`config.mk`:
```
export PLATFORM = sky130hd
export DESIGN_NAME = hazard_fwd_ctrl_flat
export DESIGN_NICKNAME = d
export VERILOG_FILES = /design/src/rtl/hazard_fwd_ctrl_if.sv /design/src/rtl/hazard_fwd_ctrl.sv /design/src/flat_wrapper.sv
export SDC_FILE = /design/constraint.sdc
export NUM_CORES = 1
export LEC_CHECK = 0
export CAP_MARGIN = 20
export CORE_MARGIN = 2
export CORE_UTILIZATION = 38
export CTS_BUF_LIST = sky130_fd_sc_hd__clkbuf_8
export DETAILED_ROUTE_END_ITERATION = 7
export GPL_TIMING_DRIVEN = 0
export HOLD_SLACK_MARGIN = 0.03
export PLACE_DENSITY = 0.82
export SYNTH_ARGS = -nofsm -noshare
export SYNTH_HDL_FRONTEND = slang
export SYNTH_SLANG_ARGS = --single-unit
```
`constraint.sdc`:
```
create_clock -name clk -period 1.9 [get_ports clk]
set_clock_uncertainty 0.15 [all_clocks]
set_input_delay 0.19 -clock clk [delete_from_list [all_inputs] [get_ports clk]]
set_output_delay 0.19 -clock clk [all_outputs]
set_load 0.02 [all_outputs]
```
`src/rtl/hazard_fwd_ctrl_if.sv`:
```
// Hazard/forwarding bundle between the miniRV pipeline and hazard_fwd_ctrl.
// master: pipeline side (drives stage info, consumes stall/flush/forward).
// slave : the controller.
interface hazard_fwd_ctrl_if;
  logic [4:0]  id_rs1;
  logic [4:0]  id_rs2;
  logic        id_re1;
  logic        id_re2;
  logic [4:0]  ex_wR;
  logic        ex_we;
  logic [1:0]  ex_wd_sel;
  logic [31:0] ex_wD;
  logic        ex_redirect;
  logic [4:0]  mem_wR;
  logic        mem_we;
  logic [31:0] mem_wD;
  logic [4:0]  wb_wR;
  logic        wb_we;
  logic [31:0] wb_wD;
  logic        stall_pc;
  logic        stall_if_id;
  logic        flush_if_id;
  logic        flush_id_ex;
  logic        rd1_op;
  logic        rd2_op;
  logic [31:0] rd1_f;
  logic [31:0] rd2_f;

  modport master (
    output id_rs1, id_rs2, id_re1, id_re2,
    output ex_wR, ex_we, ex_wd_sel, ex_wD, ex_redirect,
    output mem_wR, mem_we, mem_wD,
    output wb_wR, wb_we, wb_wD,
    input  stall_pc, stall_if_id, flush_if_id, flush_id_ex,
    input  rd1_op, rd2_op, rd1_f, rd2_f
  );

  modport slave (
    input  id_rs1, id_rs2, id_re1, id_re2,
    input  ex_wR, ex_we, ex_wd_sel, ex_wD, ex_redirect,
    input  mem_wR, mem_we, mem_wD,
    input  wb_wR, wb_we, wb_wD,
    output stall_pc, stall_if_id, flush_if_id, flush_id_ex,
    output rd1_op, rd2_op, rd1_f, rd2_f
  );
endinterface

```
`src/rtl/hazard_fwd_ctrl.sv`:
```
// Hazard and forwarding controller for the 5-stage miniRV pipeline.
// Optional build macro HAZARD_PERF_CNT_EN adds o_stall_cnt / o_flush_cnt.
//
// state     | meaning
// ----------+-----------------------------------------------------------
// S_RUN     | normal issue; load-use detection and redirect flush active
// S_LDSTALL | bubble cycle after a load-use stall; load now forwards from MEM
module hazard_fwd_ctrl #(
  parameter logic [1:0] LOAD_SEL = 2'b01
) (
  input  logic                clk,
  input  logic                rst_n,
  hazard_fwd_ctrl_if.slave    bus
`ifdef HAZARD_PERF_CNT_EN
  ,
  output logic [31:0]         o_stall_cnt,
  output logic [31:0]         o_flush_cnt
`endif
);

  typedef enum logic {S_RUN, S_LDSTALL} state_t;

  state_t      r_state;
  state_t      w_state_nxt;
  logic        r_hist_vld;
  logic [4:0]  r_hist_wR;
  logic [31:0] r_hist_wD;

  logic        w_stall_pc;
  logic        w_stall_if_id;
  logic        w_flush_if_id;
  logic        w_flush_id_ex;
  logic        w_ex_load;
  logic        w_ld_use;
  logic        w_ex_hit1, w_ex_hit2;
  logic        w_mem_hit1, w_mem_hit2;
  logic        w_wb_hit1, w_wb_hit2;
  logic        w_hist_hit1, w_hist_hit2;
  logic [32:0] w_fwd1, w_fwd2;

  function automatic logic f_hit(input logic re, input logic [4:0] rs,
                                 input logic we, input logic [4:0] wr);
    return re && (rs != 5'd0) && we && (rs == wr);
  endfunction

  // Highest-priority hit wins; result is {use_forward, data}.
  function automatic logic [32:0] f_sel(input logic hx, input logic hm,
                                        input logic hw, input logic hh,
                                        input logic [31:0] dx, input logic [31:0] dm,
                                        input logic [31:0] dw, input logic [31:0] dh);
    if (hx)      return {1'b1, dx};
    else if (hm) return {1'b1, dm};
    else if (hw) return {1'b1, dw};
    else if (hh) return {1'b1, dh};
    else         return 33'd0;
  endfunction

  assign w_ex_load   = (bus.ex_wd_sel == LOAD_SEL);
  assign w_ex_hit1   = f_hit(bus.id_re1, bus.id_rs1, bus.ex_we,  bus.ex_wR);
  assign w_ex_hit2   = f_hit(bus.id_re2, bus.id_rs2, bus.ex_we,  bus.ex_wR);
  assign w_mem_hit1  = f_hit(bus.id_re1, bus.id_rs1, bus.mem_we, bus.mem_wR);
  assign w_mem_hit2  = f_hit(bus.id_re2, bus.id_rs2, bus.mem_we, bus.mem_wR);
  assign w_wb_hit1   = f_hit(bus.id_re1, bus.id_rs1, bus.wb_we,  bus.wb_wR);
  assign w_wb_hit2   = f_hit(bus.id_re2, bus.id_rs2, bus.wb_we,  bus.wb_wR);
  assign w_hist_hit1 = f_hit(bus.id_re1, bus.id_rs1, r_hist_vld, r_hist_wR);
  assign w_hist_hit2 = f_hit(bus.id_re2, bus.id_rs2, r_hist_vld, r_hist_wR);
  assign w_ld_use    = (w_ex_hit1 | w_ex_hit2) & w_ex_load;

  // FSM state register
  always_ff @(posedge clk or negedge rst_n) begin
    if (!rst_n) r_state <= S_RUN;
    else        r_state <= w_state_nxt;
  end

  // Next state and stall/flush decode; redirect outranks load-use
  always_comb begin
    w_state_nxt   = r_state;
    w_stall_pc    = 1'b0;
    w_stall_if_id = 1'b0;
    w_flush_if_id = 1'b0;
    w_flush_id_ex = 1'b0;
    case (r_state)
      S_RUN: begin
        if (bus.ex_redirect) begin
          w_flush_if_id = 1'b1;
          w_flush_id_ex = 1'b1;
        end else if (w_ld_use) begin
          w_stall_pc    = 1'b1;
          w_stall_if_id = 1'b1;
          w_flush_id_ex = 1'b1;
          w_state_nxt   = S_LDSTALL;
        end
      end
      S_LDSTALL: begin
        // EX holds the bubble we inserted, so load-use is not re-checked.
        w_state_nxt = S_RUN;
        if (bus.ex_redirect) begin
          w_flush_if_id = 1'b1;
          w_flush_id_ex = 1'b1;
        end
      end
      default: w_state_nxt = S_RUN;
    endcase
  end

  // One-entry history of last cycle's register-file write
  always_ff @(posedge clk or negedge rst_n) begin
    if (!rst_n) begin
      r_hist_vld <= 1'b0;
      r_hist_wR  <= 5'd0;
      r_hist_wD  <= 32'd0;
    end else begin
      r_hist_vld <= bus.wb_we && (bus.wb_wR != 5'd0);
      r_hist_wR  <= bus.wb_wR;
      r_hist_wD  <= bus.wb_wD;
    end
  end

  // Operand forwarding: EX (non-load) > MEM > WB > history
  always_comb begin
    w_fwd1 = f_sel(w_ex_hit1 & ~w_ex_load, w_mem_hit1, w_wb_hit1, w_hist_hit1,
                   bus.ex_wD, bus.mem_wD, bus.wb_wD, r_hist_wD);
    w_fwd2 = f_sel(w_ex_hit2 & ~w_ex_load, w_mem_hit2, w_wb_hit2, w_hist_hit2,
                   bus.ex_wD, bus.mem_wD, bus.wb_wD, r_hist_wD);
  end

  // Outputs are forced low for the whole time reset is held.
  assign bus.stall_pc    = rst_n & w_stall_pc;
  assign bus.stall_if_id = rst_n & w_stall_if_id;
  assign bus.flush_if_id = rst_n & w_flush_if_id;
  assign bus.flush_id_ex = rst_n & w_flush_id_ex;
  assign bus.rd1_op      = rst_n & w_fwd1[32];
  assign bus.rd2_op      = rst_n & w_fwd2[32];
  assign bus.rd1_f       = rst_n ? w_fwd1[31:0] : 32'd0;
  assign bus.rd2_f       = rst_n ? w_fwd2[31:0] : 32'd0;

`ifdef HAZARD_PERF_CNT_EN
  logic [31:0] r_stall_cnt;
  logic [31:0] r_flush_cnt;

  // Count load-use stall entries and redirect flushes (wrap on overflow)
  always_ff @(posedge clk or negedge rst_n) begin
    if (!rst_n) begin
      r_stall_cnt <= 32'd0;
      r_flush_cnt <= 32'd0;
    end else begin
      if ((r_state == S_RUN) && (w_state_nxt == S_LDSTALL))
        r_stall_cnt <= r_stall_cnt + 32'd1;
      if (w_flush_if_id)
        r_flush_cnt <= r_flush_cnt + 32'd1;
    end
  end

  assign o_stall_cnt = r_stall_cnt;
  assign o_flush_cnt = r_flush_cnt;
`else
  // Performance counters not built.
`endif

endmodule

```
`src/flat_wrapper.sv`:
```
// flat-port wrapper written by rule: the top's interface ports become plain ports
module hazard_fwd_ctrl_flat 
#(
  parameter logic [1:0] LOAD_SEL = 2'b01
)
  (clk, rst_n, bus_id_rs1, bus_id_rs2, bus_id_re1, bus_id_re2, bus_ex_wR, bus_ex_we, bus_ex_wd_sel, bus_ex_wD, bus_ex_redirect, bus_mem_wR, bus_mem_we, bus_mem_wD, bus_wb_wR, bus_wb_we, bus_wb_wD, bus_stall_pc, bus_stall_if_id, bus_flush_if_id, bus_flush_id_ex, bus_rd1_op, bus_rd2_op, bus_rd1_f, bus_rd2_f);
  hazard_fwd_ctrl_if bus_i ();
  input  logic clk;
  input  logic rst_n;
  input wire logic [$bits(bus_i.id_rs1)-1:0] bus_id_rs1;
  input wire logic [$bits(bus_i.id_rs2)-1:0] bus_id_rs2;
  input wire logic [$bits(bus_i.id_re1)-1:0] bus_id_re1;
  input wire logic [$bits(bus_i.id_re2)-1:0] bus_id_re2;
  input wire logic [$bits(bus_i.ex_wR)-1:0] bus_ex_wR;
  input wire logic [$bits(bus_i.ex_we)-1:0] bus_ex_we;
  input wire logic [$bits(bus_i.ex_wd_sel)-1:0] bus_ex_wd_sel;
  input wire logic [$bits(bus_i.ex_wD)-1:0] bus_ex_wD;
  input wire logic [$bits(bus_i.ex_redirect)-1:0] bus_ex_redirect;
  input wire logic [$bits(bus_i.mem_wR)-1:0] bus_mem_wR;
  input wire logic [$bits(bus_i.mem_we)-1:0] bus_mem_we;
  input wire logic [$bits(bus_i.mem_wD)-1:0] bus_mem_wD;
  input wire logic [$bits(bus_i.wb_wR)-1:0] bus_wb_wR;
  input wire logic [$bits(bus_i.wb_we)-1:0] bus_wb_we;
  input wire logic [$bits(bus_i.wb_wD)-1:0] bus_wb_wD;
  output wire logic [$bits(bus_i.stall_pc)-1:0] bus_stall_pc;
  output wire logic [$bits(bus_i.stall_if_id)-1:0] bus_stall_if_id;
  output wire logic [$bits(bus_i.flush_if_id)-1:0] bus_flush_if_id;
  output wire logic [$bits(bus_i.flush_id_ex)-1:0] bus_flush_id_ex;
  output wire logic [$bits(bus_i.rd1_op)-1:0] bus_rd1_op;
  output wire logic [$bits(bus_i.rd2_op)-1:0] bus_rd2_op;
  output wire logic [$bits(bus_i.rd1_f)-1:0] bus_rd1_f;
  output wire logic [$bits(bus_i.rd2_f)-1:0] bus_rd2_f;
  assign bus_i.id_rs1 = bus_id_rs1;
  assign bus_i.id_rs2 = bus_id_rs2;
  assign bus_i.id_re1 = bus_id_re1;
  assign bus_i.id_re2 = bus_id_re2;
  assign bus_i.ex_wR = bus_ex_wR;
  assign bus_i.ex_we = bus_ex_we;
  assign bus_i.ex_wd_sel = bus_ex_wd_sel;
  assign bus_i.ex_wD = bus_ex_wD;
  assign bus_i.ex_redirect = bus_ex_redirect;
  assign bus_i.mem_wR = bus_mem_wR;
  assign bus_i.mem_we = bus_mem_we;
  assign bus_i.mem_wD = bus_mem_wD;
  assign bus_i.wb_wR = bus_wb_wR;
  assign bus_i.wb_we = bus_wb_we;
  assign bus_i.wb_wD = bus_wb_wD;
  assign bus_stall_pc = bus_i.stall_pc;
  assign bus_stall_if_id = bus_i.stall_if_id;
  assign bus_flush_if_id = bus_i.flush_if_id;
  assign bus_flush_id_ex = bus_i.flush_id_ex;
  assign bus_rd1_op = bus_i.rd1_op;
  assign bus_rd2_op = bus_i.rd2_op;
  assign bus_rd1_f = bus_i.rd1_f;
  assign bus_rd2_f = bus_i.rd2_f;
  hazard_fwd_ctrl #(.LOAD_SEL(LOAD_SEL)) u_core (.clk(clk), .rst_n(rst_n), .bus(bus_i));
endmodule
```
==> results.txt <==
Filler cells: 704
Initial antenna violation count: 0
Sequential share of power: 37.9%
Deepest clock path buffer count: 2
Synth async-reset ratio: 100%
Worst path bufs/invs: 4
Crit path DAT: 2.48 ns
LEAKAGE: 3.09 nW
Fin worst setup slack: -0.925 ns
DR vias: 5,024
Seq/Total Area, Yosys: 25.1%
Slowest CP cell: dfrtp_1
Register-to-Register Path Depth: 4
Worst hold path depth: 1
Initial Utilization: 39.4%
Overflow after GRT: 0
First DRT Iteration DRCs: 355
R2R Path Start: u_core.r_state$_DFF_PN0_
Number of remaining DRC errors: 0
Grt met1 use: 38.2%
Port buffer count: 190
Instance count on the critical path: 10
Number of global-route vias before repair: 5,060
RSZ-0062 raised after global routing: yes
GR peak layer: met2
Met2 Resource Use GR: 53.3%
DP Area: 6460 sq um
Worst slew pin tran: 0.805 ns
Drt wl/cell: 21.0 um
Die W: 105 um
Tightest Hold Check Type: in -> reg
Critical Path End Type: output pin
Met3 Resource Use GR: 6.30%
Switching Fraction: 32.5%
Avg Inst Size Synth: 8.09 sq um
Number of core rows: 36
Drt first pass iters: 4
Wirelength, routed: 17,900 um
Setup TNS: -55.76 ns
Internal Power: 1.62 mW
Clock power share: 25.2%
Max FO, Critical Path: 6
Logic pwr share: 36.9%
Leading area contributor after synthesis: dfrtp_1
Synthesized flop and latch total: 39
Reg2reg end: u_core.r_state$_DFF_PN0_
Fmax: 0.354 GHz
Power per Cell Area: 324 nW/um^2
Largest net degree at the start of global routing: 16
Reported max-cap violation count: 0
Yosys warning total: 0
HPWL after DPL: 12,100 um
DIE AREA: 11,100 sq um
Synth Cell Area: 3890 sq um
CTS Root Cell: clkbuf_8
Syn_nets: 612
Post-synth EDFFs: 0
NumNets Final: 850
Sw Pwr: 0.780 mW
VDD IR max: 240 uV
Tmin final: 2.82 ns
Synth cell types: 48
Ports: 201
Clk Latency, worst-skew pair: 0.30 ns
Core Area: 9860 sq um
Power Total: 2.40 mW
Commonest cells after routing, fill and taps aside: 104 x clkdlybuf4s50_1, 97 x nand2_1, 64 x buf_4, 56 x buf_6, 39 x dfrtp_1
Startpoint types: flop
Worst-path clk slew: 0.08 ns
Share of cells above drive strength 1: 41.6%
Cell family with most CP delay: buffers and inverters
Commonest non-fill, non-tap cell in the layout: clkdlybuf4s50_1
Post-route cell area: 7400 sq um
Vias per std cell: 5.90
All-Layer GR Usage: 30.7%
DP Cell Count: 805
Most used cell along the critical path: buf_6
Startpoint of the worst hold path: bus_wb_wR[3]
Setup slack, reg-to-reg: 0.78 ns
Crit path largest cell delay: 0.41 ns
Outcome: complete, but fails checks
Smallest hold slack: 0.0838 ns
Total CTS buffers: 5
Hold Path End: u_core.r_hist_wR[3]$_DFF_PN0_
Final Hold Vio Count: 0
Failing checks: setup timing
ANT cells: 0
Synthesis-to-finish area growth: 90.2%
Clk sinks: 39
Fin util: 75.0%
Cell count after synthesis: 481
Post-synth top area share: 25.1%
Die Ht: 105 um
Synth area leaders: dfrtp_1 25%, o31ai_2 9.6%, nand2_1 9.6%
Setup violators final: 68
Tcrit/Tclk final: 149%
Primary FF master, synth: dfrtp_1
Req. time, crit path: 1.56 ns
CP Cell Sequence: buf_4 -> xor2_1 -> nor3_1 -> nand4_1 -> o21ai_2 -> o211ai_1 -> buf_6 -> buf_12 -> o31ai_4 -> buf_6
Pre-CTS WS: -1.52 ns
WS Path Type: reg -> out
Final ANT Viol Nets: 0
Layout Cells excl Fill: 852
CTS tree: built
Final Slew Violations: 0
Max_slew headroom: 46.1%
Routability Congestion: 0.926
Global-route wire length before repair: 27,100 um
H-tree depth: 2
-- worst reg2reg max path, delay by kind of cell (launching register included) --
kind	cells	cell delay [ns]
buffers and inverters	1	0.13
AND/OR/NAND/NOR	2	0.29
AO/OA/AOI/OAI	1	0.10
flip-flops	1	0.38
-- state kept, by name, indices dropped and copies added, names as in the netlist --
name / cells
u_core.r_hist_wR: 5
u_core.r_hist_vld: 1
u_core.r_hist_wD: 32
u_core.r_state: 1
-- what timing repair did --
| item | in CTS | in global routing |
|---|---|---|
| setup endpoints to repair | 70 | 69 |
| cloned | 6 | 1 |
| pin swaps | 49 | 19 |
| resized for setup | 496 | 37 |
| hold buffers | 2 | 0 |
| hold endpoints to repair | 39 | 0 |
| buffers inserted | 25 | 6 |
-- synth_stat cells (4+ instances only) --
cell / count
a21oi_1: 4
a221oi_1: 30
and3_1: 31
buf_2: 12
buf_4: 11
buf_6: 6
clkbuf_1: 19
dfrtp_1: 39
nand2_1: 99
nand3_1: 5
nand4_1: 8
nor2_1: 40
nor3_1: 9
nor3_2: 26
o22ai_1: 30
o31ai_2: 30
xnor2_1: 22
xor2_1: 18
-- routing by layer --
| metal | wire length (um) | up-vias |
|---|---|---|
| met5 | 0 | - |
| met4 | 354 | 0 |
| met3 | 1450 | 40 |
| met2 | 9150 | 287 |
| met1 | 6970 | 2448 |
| li1 | - | 2249 |
-- cells by family after synthesis --
logic type	synth area share (%)
xor gates and xnor gates	9.01
and+or+nand+nor	32.9
DFF	25.1
AOI/OAI and AO/OA	25.3
buffers and inverters	7.72
-- power by group through the flow --
stage	clock [mW]	sequential (mW)	combinational [mW]
2_1_floorplan	0	0.910	0.330
6_report	0.604	0.908	0.886
4_1_cts	0.596	0.903	0.838
3_3_place_gp	0	0.914	0.747
3_5_place_dp	0	0.917	0.764
5_1_grt	0.633	0.911	0.933
-- how the worst max path moves through the flow --
stage                                        from             to
global route        u_core.r_hist_wR[0]$_DFF_PN0_  bus_rd1_f[22]
finish              u_core.r_hist_wR[0]$_DFF_PN0_  bus_rd1_f[22]
detailed placement                   bus_ex_wR[2]   bus_rd1_f[0]
CTS                 u_core.r_hist_wR[2]$_DFF_PN0_  bus_rd2_f[22]
global placement                            rst_n  bus_rd1_f[11]
floorplan                           bus_id_rs1[1]  bus_rd1_f[10]
-- layout make-up --
| class | count | area (sq um) | area share (%) |
|---|---|---|---|
| Multi-Input combinational cell | 389 | 3380 | 45.7 |
| Timing Repair Buffer | 231 | 2290 | 31.0 |
| Sequential cell | 39 | 976 | 13.2 |
| Buffer | 49 | 477 | 6.44 |
| Tap cell | 133 | 166 | 2.25 |
| Clock buffer | 6 | 82.6 | 1.12 |
| Inverter | 4 | 15.0 | 0.203 |
| Clock inverter | 1 | 5.00 | 0.0676 |
Power figures use the tool's default switching activity.
